<file path="src/rtl/y_sram_update_writer.sv">
// Read-modify-write engine that applies change records (row, col, complex delta) to the Y SRAM.
// Define YWR_SATURATE_EN to saturate add-mode results; otherwise additions wrap mod 2^24.
module y_sram_update_writer #(
  parameter int N_DIM    = 64,
  parameter int LOG2_WPR = 4,
  parameter int ADDR_W   = 11
) (
  input  logic              clock,
  input  logic              reset,
  input  logic              chg_valid,
  output logic              chg_ready,
  input  logic [15:0]       chg_row,
  input  logic [15:0]       chg_col,
  input  logic [23:0]       chg_real,
  input  logic [23:0]       chg_img,
  input  logic              chg_replace,
  output logic [ADDR_W-1:0] ysram_rdAddr,
  input  logic [255:0]      ysram_rdData,
  output logic              ysram_we,
  output logic [ADDR_W-1:0] ysram_wrAddr,
  output logic [255:0]      ysram_wrData,
  output logic              upd_done,
  output logic [15:0]       upd_count,
  output logic              err_flag
);

  localparam int          DATA_W  = 24;
  localparam int          SLOT_W  = 64;
  localparam logic [15:0] DIM_LIM = 16'(N_DIM);

  typedef enum logic [1:0] {IDLE, READ, CAPT, WRITE} state_t;

  state_t state, stateNext;

  logic                     accept;
  logic                     inRange;
  logic [ADDR_W-1:0]        addrCalc;

  logic [1:0]               slot_p0;
  logic signed [DATA_W-1:0] dRe_p0;
  logic signed [DATA_W-1:0] dIm_p0;
  logic                     replace_p0;

  logic signed [DATA_W-1:0] oldRe;
  logic signed [DATA_W-1:0] oldIm;
  logic signed [DATA_W-1:0] newRe;
  logic signed [DATA_W-1:0] newIm;
  logic [255:0]             newWord_p1;

  function automatic logic signed [DATA_W-1:0] addPart(
    input logic signed [DATA_W-1:0] a,
    input logic signed [DATA_W-1:0] b
  );
`ifdef YWR_SATURATE_EN
    logic signed [DATA_W:0] sum;
    sum = {a[DATA_W-1], a} + {b[DATA_W-1], b};
    // Sign-extension bits disagree only when the 24-bit result overflowed.
    if (sum[DATA_W] != sum[DATA_W-1])
      addPart = sum[DATA_W] ? {1'b1, {(DATA_W-1){1'b0}}} : {1'b0, {(DATA_W-1){1'b1}}};
    else
      addPart = sum[DATA_W-1:0];
`else
    addPart = a + b;
`endif
  endfunction

  function automatic logic [SLOT_W-1:0] packSlot(
    input logic signed [DATA_W-1:0] re,
    input logic signed [DATA_W-1:0] im
  );
    packSlot = {16'h0000, re, im};
  endfunction

  assign chg_ready = (state == IDLE);
  assign ysram_we  = (state == WRITE);
  assign upd_done  = (state == WRITE);
  assign accept    = chg_valid && (state == IDLE);
  assign inRange   = (chg_row < DIM_LIM) && (chg_col < DIM_LIM);
  assign addrCalc  = (ADDR_W'(chg_row) << LOG2_WPR) + ADDR_W'(chg_col[15:2]);

  always_comb begin
    stateNext = state;
    case (state)
      IDLE:    if (accept && inRange) stateNext = READ;
      READ:    stateNext = CAPT;
      CAPT:    stateNext = WRITE;
      WRITE:   stateNext = IDLE;
      default: stateNext = IDLE;
    endcase
  end

  always_ff @(posedge clock) begin
    if (reset) begin
      state     <= IDLE;
      err_flag  <= 1'b0;
      upd_count <= 16'h0000;
    end else begin
      state <= stateNext;
      if (accept && !inRange)
        err_flag <= 1'b1;
      if (state == WRITE && upd_count != 16'hFFFF)
        upd_count <= upd_count + 16'h0001;
    end
  end

  // Stage p0: record latched at accept; read address presented during READ
  always_ff @(posedge clock) begin
    if (reset)
      ysram_rdAddr <= '0;
    else if (accept && inRange)
      ysram_rdAddr <= addrCalc;
  end

  always_ff @(posedge clock) begin
    if (accept) begin
      slot_p0    <= chg_col[1:0];
      dRe_p0     <= chg_real;
      dIm_p0     <= chg_img;
      replace_p0 <= chg_replace;
    end
  end

  // Stage p1: merge the updated slot into the word read back during CAPT
  always_comb begin
    oldRe      = '0;
    oldIm      = '0;
    newWord_p1 = ysram_rdData;
    for (int k = 0; k < 4; k++) begin
      if (slot_p0 == 2'(k)) begin
        oldRe = ysram_rdData[k*SLOT_W+DATA_W +: DATA_W];
        oldIm = ysram_rdData[k*SLOT_W +: DATA_W];
      end
    end
    newRe = replace_p0 ? dRe_p0 : addPart(oldRe, dRe_p0);
    newIm = replace_p0 ? dIm_p0 : addPart(oldIm, dIm_p0);
    for (int k = 0; k < 4; k++) begin
      if (slot_p0 == 2'(k))
        newWord_p1[k*SLOT_W +: SLOT_W] = packSlot(newRe, newIm);
    end
  end

  // Stage p2: registered write port, held between writes
  always_ff @(posedge clock) begin
    if (reset) begin
      ysram_wrAddr <= '0;
      ysram_wrData <= '0;
    end else if (state == CAPT) begin
      ysram_wrAddr <= ysram_rdAddr;
      ysram_wrData <= newWord_p1;
    end
  end

endmodule

</file>
<file path="config.mk">
export PLATFORM = sky130hd
export DESIGN_NAME = y_sram_update_writer
export DESIGN_NICKNAME = d
export VERILOG_FILES = /design/src/rtl/y_sram_update_writer.sv
export SDC_FILE = /design/constraint.sdc
export NUM_CORES = 1
export LEC_CHECK = 0
export ABC_AREA = 1
export BUFFER_PORTS_ARGS = -buffer_cell sky130_fd_sc_hd__buf_4
export CORE_AREA = 3 3 249 251
export DETAILED_ROUTE_END_ITERATION = 12
export DIE_AREA = 0 0 252 254
export MAX_ROUTING_LAYER = met4
export PLACE_DENSITY_LB_ADDON = 0.1
export REMOVE_ABC_BUFFERS = 1
export SYNTH_ARGS = -nofsm -noshare
export SYNTH_HDL_FRONTEND = slang
export SYNTH_SLANG_ARGS = --single-unit
export TNS_END_PERCENT = 100
</file>
<file path="constraint.sdc">
create_clock -name clock -period 3.9 [get_ports clock]
set_input_delay 0.975 -clock clock [delete_from_list [all_inputs] [get_ports clock]]
set_output_delay 0.975 -clock clock [all_outputs]
set_load 0.02 [all_outputs]
</file>
Word level (Yosys, flattened, before mapping)
Index checks and enable logic that the tools add are counted.
Widths: inputs -> output; s select.

storage, ports and cells
  register bits = 348
  input bits = 340
  output and inout bits = 298
  word-level logic and storage cells = 48

cells by class
  add/sub/neg operators = 4
  order comparisons = 2
  equality and inequality tests = 8
  mux-type cells = 16
  reductions and logical operators = 8

operator list
  operator               count
  $mux 64                4
  $mux 24                10
  $add 24x24->24         2
  $lt 16x7->1 const B    2
  $add 16x1->16 const B  1
  $ne 16x16->1 const B   1
  $add 11x11->11         1
  $eq 2x2->1 const B     4
  $pmux 2 s4             1
  $logic_and 1x1->1      5
  $eq 2x1->1 const B     2
  $logic_not 2->1        2
  $mux 2                 1
  $ne 2x1->1 const B     1
  $logic_not 1->1        1

Logic depth before layout (Yosys ltp)
  depth after elaboration = 8
  mapped depth = 22
  gate-level depth less buffers = 19

Worst setup path before layout
OpenSTA, ideal clock, no wires.

  path kind = reg-to-reg
  start point = register slot_p0[0]
  end point = register ysram_wrData[230]
  setup time = 132 ps
  arrival time = 2798 ps
  data required time = 3768 ps
  setup slack = 970 ps
  stages on the path, launching flop included = 20
  buffers on the path = 3
  period minus slack after synthesis = 2930 ps
  cells stage by stage = edfxtp_1 > buf_2 > nand2_2 > clkbuf_1 > buf_2 > o21ai_0 > o21ai_0 > ha_1 > inv_1 > fa_1 > nor2_1 > nor2_2 > o21bai_2 > nand3_1 > nand2_1 > nand2_1 > nand3_1 > nand3_1 > nand2_1 > a21oi_1

between the ends
  cells in the longest elaborated chain, start to end = 8
  elaborated cells on any way between the ends = 11
  those cells by class = add/sub: 1; eq/ne: 3; mux: 6; reduce/logical: 1

ends and longest elaborated chain
  what                      line  RTL
  start: declaration        39    logic [1:0] slot_p0;
  start signal: assignment  116   slot_p0 <= chg_col[1:0];
  $logic_not 2->1           129   if (slot_p0 == 2'(k)) begin
  $mux 24 (4 in a row)      129
  $add 24x24->24            63    addPart = a + b;
  $mux 24                   134   newRe = replace_p0 ? dRe_p0 : addPart(oldRe, dRe_p0);
  $mux 64 (*)               137   if (slot_p0 == 2'(k))
  end signal: assignment    149   ysram_wrData <= newWord_p1;
  end: declaration          21    output logic [255:0] ysram_wrData,

Mark *: on every way between the ends. The rest lies on a longest branch, timed or not.
A chain may end at the register's enable or synchronous reset.

Final worst setup path
  start point = register slot_p0[1]
  end point = register ysram_wrData[170]

The elaborated chain is that of the path after synthesis.

==> impl_metrics.ini <==
[status]
status = complete, no violations

[place]
io_buffers = 637
dp_cells = 4187
post-place-ws_ns = 0.275
gp_congestion = 0.952
dpl.hpwl_um = 64900

[finish]
drive_above_1_share = 0.231
multi_input_area_mm2 = 0.0104
nets = 3853
fill_cells = 6314
regArea_mm2 = 0.00748
area_growth_pct = 36.5
final_cells = 4285

[run]
drv_cap = 0

[pwr]
p_clk_frac = 0.367
p_leak_nw = 12.1
p_comb_frac = 0.300
switchingPower_mw = 4.11
ir_worst_vdd_v = 0.000324
pwr-share-seq = 0.333
p_sw_frac = 0.355
p_per_area_mw_per_mm2 = 438
power.internal_mw = 7.48

[global_route]
grt_first_pass_wirelength_um = 128000
antenna_found_initial = 16
grt_pass1_vias = 21000
grt_max_degree = 109
grt_usage = 0.266
grt-ovfl-total = 0

[worst_setup_path]
cp_cell_sequence = inv_2, buf_12, buf_4, o22ai_1, o22ai_1, ha_1, nand2_1, nor2_2, inv_1, nor3_1, nand3_1, nand3_1, nand2_1, nand3_2, nand3_1, nand2_1, a21oi_1
critPathRequiredTime_ns = 4.32
crit_arrival_ns = 4.00
critical_path_class = reg2reg
cp-end-kind = flop
critPathLaunchType = flop
worst_path_largest_cell_delay_ns = 0.55
crit_fanout = 16
cp_slowest_cell = edfxtp_1
timing.rr.end = ysram_wrData[170]
reg2reg_depth = 17
r2r-start = slot_p0[1]
rrSetupSlack_ns = 0.32

[floorplan]
core-area_mm2 = 0.0601
die_x_um = 252
io_pins = 638
placementRows = 90
die-area_mm2 = 0.0640
start_util = 0.323
chipHeight_um = 254

[logic_synthesis]
yosys.area_share.adder = 0.0405
ys.flop_type = dfxtp_1
ys_async_sr_fraction = 0
synth_simple_gate_area_frac = 0.291
synth-compound-area-share = 0.196
synthMuxAreaShare = 0.00103
syn_inst = 2906
synth.distinct_cells = 47
synth_top_family_by_area = simple AND/OR/NAND/NOR gates
syn-mean-instance-area_um2 = 6.67
syn-cell-area_mm2 = 0.0194
ys_seq_area_frac = 0.385
synth_xor_area_frac = 0.00587
synth_edf_count = 51
yosys_warnings = 0
ys_seq_elements = 348

[min_path]
hp-start = ysram_wrData[36]
hold_depth = 2
worstHoldEndpoint = ysram_wrData[36]
hp-class = reg2reg

[clock_tree]
path_clk_slew_ns = 0.06
hold_buffers = 0
numCtsBuffers = 43
cts-root-buf = clkbuf_16
htreeDepth = 2
clk_latency_ns = 0.58
clock_path_buffers = 3
clock-sinks = 348
cts_tree = done

[timing]
hold_ws_ns = 0.464
finClkSkew_ns = 0.0182
fin_crit_ns = 3.58
fin_setup_tns_ns = 0
maxSlewViolCount = 0
fmax_mhz = 279
setup_viol = 0
timing.final.ws_setup_ns = 0.317
finalCritPeriodShare = 0.919
rsz0062_at_grt = false
tightest_slew_ns = 0.869
max_slew_margin = 0.421
hold_violations = 0

[drt]
drc = 0
drt-initial-drc-count = 1375
wl_per_cell_um = 20.2
first_pass_iters = 5
vias_per_cell = 5.07
dr_total_vias = 21700
drt-total-wl_um = 86700
ant_nets = 0
synthesized netlist by cell type (11+ instances only):
cell type / number / area share
a21o_1: 11 / 0.0043
a21oi_1: 359 / 0.093
buf_1: 11 / 0.0021
buf_2: 28 / 0.0072
clkbuf_1: 134 / 0.026
dfxtp_1: 297 / 0.31
edfxtp_1: 51 / 0.079
ha_1: 58 / 0.037
inv_1: 222 / 0.043
nand2_1: 782 / 0.15
nand3_1: 171 / 0.044
nand3b_1: 15 / 0.0058
nand4_1: 15 / 0.0048
nor2_1: 329 / 0.064
nor3_1: 14 / 0.0036
o211ai_1: 31 / 0.012
o21ai_0: 209 / 0.054
o22ai_1: 84 / 0.027
layer usage:
| metal | GRT usage | vias up | wire (µm) |
|---|---|---|---|
| met2 | 0.433 | 763 | 40800 |
| met3 | 0.0689 | 94 | 6780 |
| met5 | - | - | 0 |
| met1 | 0.330 | 10100 | 37200 |
| li1 | - | 10700 | - |
| met4 | 0.0684 | 0 | 1930 |
power groups by stage:
stage / Combinational [mW] / Clock, mW / Sequential, mW
after floorplan: 2.03 / 0 / 3.99
after global placement: 3.43 / 0 / 3.94
after detailed placement: 3.45 / 0 / 3.95
after CTS: 3.46 / 4.35 / 3.87
after global routing: 3.86 / 4.51 / 3.88
final: 3.47 / 4.26 / 3.86
cell usage in the layout (no fill, tap or decap), types with 8 or more instances in the layout:
| cell type | netlist | final |
|---|---|---|
| clkbuf_8 | 0 | 8 |
| nor3_1 | 14 | 13 |
| diode_2 | 0 | 16 |
| clkinv_2 | 0 | 15 |
| o21ai_0 | 209 | 209 |
| o211ai_1 | 31 | 31 |
| ha_1 | 58 | 57 |
| a21oi_1 | 359 | 359 |
| nand3_1 | 171 | 171 |
| edfxtp_1 | 51 | 51 |
| o22ai_1 | 84 | 84 |
| nand4_1 | 15 | 15 |
| nand2_1 | 782 | 782 |
| buf_4 | 2 | 665 |
| nand3_2 | 10 | 10 |
| dfxtp_1 | 297 | 297 |
| nor2_1 | 329 | 328 |
| xor2_1 | 9 | 9 |
| nand3b_1 | 15 | 15 |
| buf_12 | 0 | 11 |
| inv_2 | 5 | 8 |
| a21o_1 | 11 | 11 |
| clkbuf_16 | 0 | 46 |
| inv_1 | 222 | 217 |
worst max path at each step:
stage                    start                 to  slack, ns  depth (start not counted)
global placement    slot_p0[1]  ysram_wrData[172]       0.24                         17
CTS                 slot_p0[0]  ysram_wrData[172]       0.26                         15
global route        slot_p0[1]  ysram_wrData[170]       0.13                         17
detailed placement  slot_p0[0]  ysram_wrData[172]       0.27                         15
finish              slot_p0[1]  ysram_wrData[170]       0.32                         17
floorplan             state[0]  ysram_wrData[195]      -6.85                          6
flip-flops by register name (all words and copies together) (netlist names):
name / count
dIm_p0: 24
dRe_p0: 24
err_flag: 1
replace_p0: 1
slot_p0: 2
state: 2
upd_count: 16
ysram_rdAddr: 11
ysram_wrAddr: 11
ysram_wrData: 256
layout make-up:
class,instances,area share
Antenna cell,16,0.00151
Clock buffer,57,0.0481
Clock inverter,23,0.00832
Inverter,229,0.0329
Multi-Input combinational cell,2153,0.393
Sequential cell,348,0.282
Tap cell,782,0.0370
Timing Repair Buffer,677,0.197
stage by stage:
| step | instance area (µm²) | power (mW) | util |
|---|---|---|---|
| 2_1_floorplan | 18700 | 6.01 | - |
| 3_3_place_gp | 24900 | 7.37 | 0.414 |
| 3_5_place_dp | 24900 | 7.39 | 0.414 |
| 4_1_cts | 26400 | 11.7 | 0.439 |
| 5_1_grt | 26500 | 12.2 | 0.440 |
| 6_report | 26500 | 11.6 | 0.440 |
worst max-delay path, delay by kind of cell, from the launching register on:
kind            cells  cell delay (ns)
compound gates      3             0.41
fa+ha+maj           1             0.22
buf+inv             4             0.90
flops               1             0.55
simple gates        9             1.30
cell families after synthesis:
family          after synthesis
compound gates              708
xor+xnor                     13
fa+ha+maj                    61
buf+inv                     405
flops                       348
mux                           2
simple gates               1369
what timing repair did:
item / CTS / global route
setup buffers: 0 / 2
gates resized for setup: 0 / 1
setup endpoints to repair: 0 / 4
(Power assumes the default switching activity.)
